$ cat src/rtl/mlaccel_pkg.sv
// Shared definitions for the ML accelerator memory arbiter.
//   req_id_e        : 2-bit requester tag carried with each memory access
//   MEM_RD_LATENCY  : cycles from the address cycle to valid mem_rdata
package mlaccel_pkg;

   typedef enum logic [1:0] {
      NONE = 2'd0,
      HOST = 2'd1,
      SEQ  = 2'd2,
      COMP = 2'd3
   } req_id_e;

   localparam int MEM_RD_LATENCY = 2;

endpackage

$ cat src/rtl/mlaccel_memarb_rsp_pipe.sv
// Tagged read-response latency pipe.
// A tag pushed in the grant cycle appears on pop_tag exactly MEM_RD_LATENCY
// cycles later. NONE marks an empty slot, so writes and idle cycles push NONE.
// Ports:
//   clock, reset : clock and synchronous active-high reset (clears all slots)
//   push_tag     : requester of the read granted this cycle, or NONE
//   pop_tag      : requester whose read data is on mem_rdata this cycle
module mlaccel_memarb_rsp_pipe
   import mlaccel_pkg::*;
(
   input  logic    clock,
   input  logic    reset,
   input  req_id_e push_tag,
   output req_id_e pop_tag
);

   req_id_e stage_q [MEM_RD_LATENCY];

   always_ff @(posedge clock) begin
      if (reset) begin
         for (int i = 0; i < MEM_RD_LATENCY; i++) begin
            stage_q[i] <= NONE;
         end
      end else begin
         stage_q[0] <= push_tag;
         for (int i = 1; i < MEM_RD_LATENCY; i++) begin
            stage_q[i] <= stage_q[i-1];
         end
      end
   end

   assign pop_tag = stage_q[MEM_RD_LATENCY-1];

endmodule

$ cat src/rtl/mlaccel_memarb.sv
// Three-way memory arbiter for the ML accelerator.
// Requesters: host command path (q_*, read/write with byte enables),
// sequencer fetch (s_*, read-only, 32-bit data), compute writeback
// (c_*, write-only, full word). One grant per cycle; host > compute >
// sequencer, except a sequencer stalled MAX_WAIT cycles wins outright.
//
// Handshake: x_ready is combinational from the valids and the wait counter.
// A request completes in the cycle x_valid && x_ready; no data is held in
// the arbiter. Reads return x_rvalid for one cycle exactly MEM_RD_LATENCY
// cycles after the grant, with x_rdata taken from mem_rdata that cycle;
// x_rdata is 0 whenever x_rvalid is low.
//
// Ports:
//   clock, reset                         clock, synchronous active-high reset
//   q_valid/q_ready/q_addr/q_wen/q_wdata host request (q_wen==0 is a read)
//   q_rvalid/q_rdata                     host read response (16 bit)
//   s_valid/s_ready/s_addr               sequencer read request
//   s_rvalid/s_rdata                     sequencer read response (32 bit)
//   c_valid/c_ready/c_addr/c_wdata       compute full-word write request
//   mem_addr/mem_wen/mem_wdata/mem_rdata memory port
module mlaccel_memarb
   import mlaccel_pkg::*;
#(
   parameter int MAX_WAIT = 8
) (
   input  logic        clock,
   input  logic        reset,
   input  logic        q_valid,
   output logic        q_ready,
   input  logic [15:0] q_addr,
   input  logic [1:0]  q_wen,
   input  logic [15:0] q_wdata,
   output logic        q_rvalid,
   output logic [15:0] q_rdata,
   input  logic        s_valid,
   output logic        s_ready,
   input  logic [15:0] s_addr,
   output logic        s_rvalid,
   output logic [31:0] s_rdata,
   input  logic        c_valid,
   output logic        c_ready,
   input  logic [15:0] c_addr,
   input  logic [15:0] c_wdata,
   output logic [15:0] mem_addr,
   output logic [1:0]  mem_wen,
   output logic [15:0] mem_wdata,
   input  logic [63:0] mem_rdata
);

   localparam logic [3:0] MAX_WAIT_C = 4'(MAX_WAIT);

   logic [3:0] wait_cnt;
   logic       seq_urgent;
   req_id_e    grant;
   req_id_e    push_tag;
   req_id_e    pop_tag;

   // Only the low 32 bits of the memory word are routed to any requester.
   logic unused_rdata_hi;
   assign unused_rdata_hi = ^mem_rdata[63:32];

   assign seq_urgent = s_valid && (wait_cnt == MAX_WAIT_C);

   // Grant selection. Forced to NONE during reset so every output is quiet
   // from the first reset cycle rather than one cycle later.
   always_comb begin
      grant = NONE;
      if (!reset) begin
         if (seq_urgent)   grant = SEQ;
         else if (q_valid) grant = HOST;
         else if (c_valid) grant = COMP;
         else if (s_valid) grant = SEQ;
      end
   end

   assign q_ready = (grant == HOST);
   assign s_ready = (grant == SEQ);
   assign c_ready = (grant == COMP);

   always_comb begin
      mem_addr  = '0;
      mem_wen   = '0;
      mem_wdata = '0;
      case (grant)
         HOST: begin
            mem_addr  = q_addr;
            mem_wen   = q_wen;
            mem_wdata = q_wdata;
         end
         COMP: begin
            mem_addr  = c_addr;
            mem_wen   = 2'b11;
            mem_wdata = c_wdata;
         end
         SEQ: begin
            mem_addr  = s_addr;
         end
         default: begin
         end
      endcase
   end

   // Sequencer starvation counter: counts stalled cycles, saturates at
   // MAX_WAIT, and drops to 0 as soon as the request is served or withdrawn.
   always_ff @(posedge clock) begin
      if (reset) begin
         wait_cnt <= '0;
      end else if (!s_valid || s_ready) begin
         wait_cnt <= '0;
      end else if (wait_cnt != MAX_WAIT_C) begin
         wait_cnt <= wait_cnt + 4'd1;
      end
   end

   // Only reads occupy a response slot.
   always_comb begin
      push_tag = NONE;
      if (grant == SEQ)                         push_tag = SEQ;
      else if (grant == HOST && q_wen == 2'b00) push_tag = HOST;
   end

   mlaccel_memarb_rsp_pipe u_rsp_pipe (
      .clock    (clock),
      .reset    (reset),
      .push_tag (push_tag),
      .pop_tag  (pop_tag)
   );

   // Gated by reset so a read in flight when reset rises never pulses.
   assign q_rvalid = !reset && (pop_tag == HOST);
   assign s_rvalid = !reset && (pop_tag == SEQ);
   assign q_rdata  = q_rvalid ? mem_rdata[15:0] : 16'h0000;
   assign s_rdata  = s_rvalid ? mem_rdata[31:0] : 32'h0000_0000;

endmodule

$ cat config.mk
export PLATFORM = sky130hd
export DESIGN_NAME = mlaccel_memarb
export DESIGN_NICKNAME = d
export VERILOG_FILES = /design/src/rtl/mlaccel_pkg.sv /design/src/rtl/mlaccel_memarb_rsp_pipe.sv /design/src/rtl/mlaccel_memarb.sv
export SDC_FILE = /design/constraint.sdc
export NUM_CORES = 1
export LEC_CHECK = 0
export CORE_AREA = 2 2 92 94
export CTS_CLUSTER_DIAMETER = 30
export DETAILED_ROUTE_END_ITERATION = 10
export DIE_AREA = 0 0 94 96
export PLACE_DENSITY = 0.67
export SLEW_MARGIN = 40
export SYNTH_ARGS = -nofsm -noshare
export SYNTH_HDL_FRONTEND = slang
export SYNTH_SLANG_ARGS = --single-unit
$ cat constraint.sdc
create_clock -name clock -period 3.05 [get_ports clock]
set_clock_uncertainty 0.05 [all_clocks]
set_input_delay 0.4575 -clock clock [delete_from_list [all_inputs] [get_ports clock]]
set_output_delay 0.4575 -clock clock [all_outputs]
set_load 0.05 [all_outputs]
==> impl_metrics.tcl, run 1 <==
set metrics [dict create \
    status "complete, no violations" \
    synth_mux_area_frac 0 \
    crit_required_ns 2.54 \
    ios 238 \
    grt_util_all_layers 0.158 \
    rsz0062_at_grt "no" \
    syn_area_um2 1330 \
    slew_headroom 0.466 \
    area_growth_pct 231 \
    wl_mm 7.74 \
    highest_layer "met4" \
    fin_crit_sh 0.952 \
    drtIter0Drc 35 \
    fin_nets 543 \
    p_leak_nw 1.77 \
    diodes 0 \
    dieArea_um2 9020 \
    post-cts-setup-buffers 0 \
    grt_pass1_wl_mm 11.1 \
    via_count 2216 \
    worstPathArrival_ns 2.40 \
    synthSimpleGateAreaFrac 0.375 \
    synthAdderAreaFrac 0.0188 \
    max_freq_ghz 0.344 \
    hpwl_mm 6.71 \
    min_period_ns 2.90 \
    design_area_um2 4400 \
    path_class "primary input to output port" \
    grt_pass1_vias 2154 \
    wl_met3_um 831 \
    drv_slew 0 \
    synth.distinct_cells 30 \
    synth_nets 345 \
    viasPerCell 4.49 \
    clock_sinks 8 \
    cts_hold_buf 0 \
    die_h_um 96 \
    place.gp.congestion 0.756 \
    drtPass1Iterations 4 \
    clk_pin_slew_ns 0.04 \
    yosysWarnings 0 \
    num_rows 33 \
    synth_top_family_by_area "simple AND/OR/NAND/NOR gates" \
    cts_tree "done" \
    met1_length_mm 2.76 \
    synth-xor-area-share 0.0132 \
    hold_depth 1 \
    postSynthAreaPerCell_um2 6.92 \
    numCtsBuffers 3 \
    start_util 0.165 \
    core_area_um2 8050 \
    endpoint_kind "output port" \
    synth_compound_area_frac 0.351 \
    fin_tns_setup_ns 0 \
    cts_max_path_buffers 2 \
    synth-seq-cells 8 \
    h-tree-depth 1 \
    avgRoutedWirePerCell_um 15.7 \
    worst-path-max-fanout 16 \
    r2r_cells 5 \
    cp-start-kind "primary input" \
    grt_max_degree 34 \
    worst_pin_slew_ns 0.801 \
    hold_path_class "flip-flop to flip-flop" \
    yosysSeqAreaShare 0.121 \
    p_per_area_nw_per_um2 182 \
    cts-root-buf "clkbuf_8" \
    setup_violations 0 \
    maxCapViolations 0 \
    synthCells 192 \
    io_buffers 205 \
    dr_wl_met2_mm 4.05 \
    insertion_delay_ns 0.23 \
    whs_ns 0.392 \
    antenna_found_initial 0 \
    drc 0 \
    ir_worst_vdd_mv 0.104 \
    drive_above_1_share 0.289 \
    cts_resized 0 \
    overflow 0 \
    place_area_um2 4350 \
    ant_nets 0 \
    finalHoldViolations 0 \
    total_power_uw 799 \
    die_x_um 94 \
]
-- logic make-up (layout without fill, tap and decap cells) --
| family | after synthesis | in the layout |
|---|---|---|
| fa+ha+maj | 2 | 2 |
| compound gates | 53 | 53 |
| flops | 8 | 8 |
| buf+inv | 38 | 234 |
| xor+xnor | 2 | 2 |
| simple gates | 89 | 89 |
-- layer usage --
metal / track usage / up-vias
met5: 0 / -
met4: 0.0399 / 0
met3: 0.0446 / 7
met2: 0.313 / 141
met1: 0.161 / 1005
li1: - / 1063
-- cell usage in the layout, fill, tap and decap left out, drive strengths merged --
cell type      synthesis  layout
clkdlybuf4s50          0     118
buf                    8      93
and2                  48      48
nor2                  28      28
inv                   20      20
a22oi                 16      16
o22ai                 16      16
a221oi                16      16
dfxtp                  8       8
nor2b                  3       3
clkbuf                10       3
a21oi                  3       3
nand2b                 2       2
nor3b                  2       2
ha                     2       2
and3b                  1       1
a21o                   1       1
a211o                  1       1
nor3                   1       1
or2                    1       1
or3                    1       1
nand3                  1       1
xor2                   1       1
nor4                   1       1
xnor2                  1       1
-- synthesized netlist by cell type --
cell	instances	area share
and2_1	48	0.23
nor2_1	28	0.079
inv_1	19	0.054
a22oi_1	16	0.090
o22ai_1	16	0.075
a221oi_2	10	0.11
clkbuf_1	10	0.028
dfxtp_1	8	0.12
a221oi_1	6	0.040
buf_2	6	0.023
nor2b_1	3	0.014
a21oi_1	2	0.0075
ha_1	2	0.019
nand2b_1	2	0.0094
a211o_4	1	0.013
a21o_1	1	0.0057
a21oi_2	1	0.0066
and3b_4	1	0.0094
buf_1	1	0.0028
buf_8	1	0.011
inv_2	1	0.0028
nand3_1	1	0.0038
nor3_1	1	0.0038
nor3b_1	1	0.0057
nor3b_2	1	0.0094
nor4_1	1	0.0047
or2_1	1	0.0047
or3_1	1	0.0047
xnor2_1	1	0.0066
xor2_1	1	0.0066
-- metrics by stage --
step           std cells   util  worst slack (ns)
6_report             493  0.546             0.145
5_1_grt              493  0.546            0.0198
4_1_cts              493  0.546             0.144
3_5_place_dp         490  0.541             0.144
3_3_place_gp         490  0.540             0.124
2_1_floorplan        192      -             0.124
-- sequential cells by signal (all words and copies together), names as in the netlist --
signal	flops
u_rsp_pipe.stage_q	4
wait_cnt	4
-- critical path, cell delays in order --
cell	delay, ns
clkdlybuf4s50_1	0.60
or2_1	0.60
a221oi_1	0.53
buf_12	0.20
-- power breakdown --
part	total (mW)	switching [mW]	leakage (nW)	internal [mW]
clock	0.127	0.0416	0.0216	0.0855
sequential	0.109	0.00140	0.0649	0.107
combinational	0.563	0.258	1.68	0.305
total	0.799	0.301	1.77	0.498
-- cell type report --
class	instances	area, um^2
fill	696	3660
timing repair buffer	211	2970
multi-input combinational	146	1020
tap	105	131
inverter	20	75.1
clock buffer	3	41.3
sequential	8	160
-- final timing paths --
check	startpoint	endpoint	slack, ns
worst max-delay path	reset	mem_addr[12]	0.15
worst min-delay path	u_rsp_pipe.stage_q[0][1]	u_rsp_pipe.stage_q[0][3]	0.39
worst max register to register	wait_cnt[0]	u_rsp_pipe.stage_q[0][0]	1.32
worst min register to register	u_rsp_pipe.stage_q[0][1]	u_rsp_pipe.stage_q[0][3]	0.39
Power figures use the tool's default switching activity.
==> inputs of run 2 (changes only) <==
--- a/config.mk
+++ b/config.mk
@@ -7,6 +7,7 @@
 export LEC_CHECK = 0
 export CORE_AREA = 2 2 92 94
 export CTS_CLUSTER_DIAMETER = 30
+export CTS_CLUSTER_SIZE = 12
 export DETAILED_ROUTE_END_ITERATION = 10
 export DIE_AREA = 0 0 94 96
 export PLACE_DENSITY = 0.67
@@ -14,3 +15,4 @@
 export SYNTH_ARGS = -nofsm -noshare
 export SYNTH_HDL_FRONTEND = slang
 export SYNTH_SLANG_ARGS = --single-unit
+export TNS_END_PERCENT = 50
==> results of run 2 <==
Final layout, timing and power as in run 1 (identical DEF).
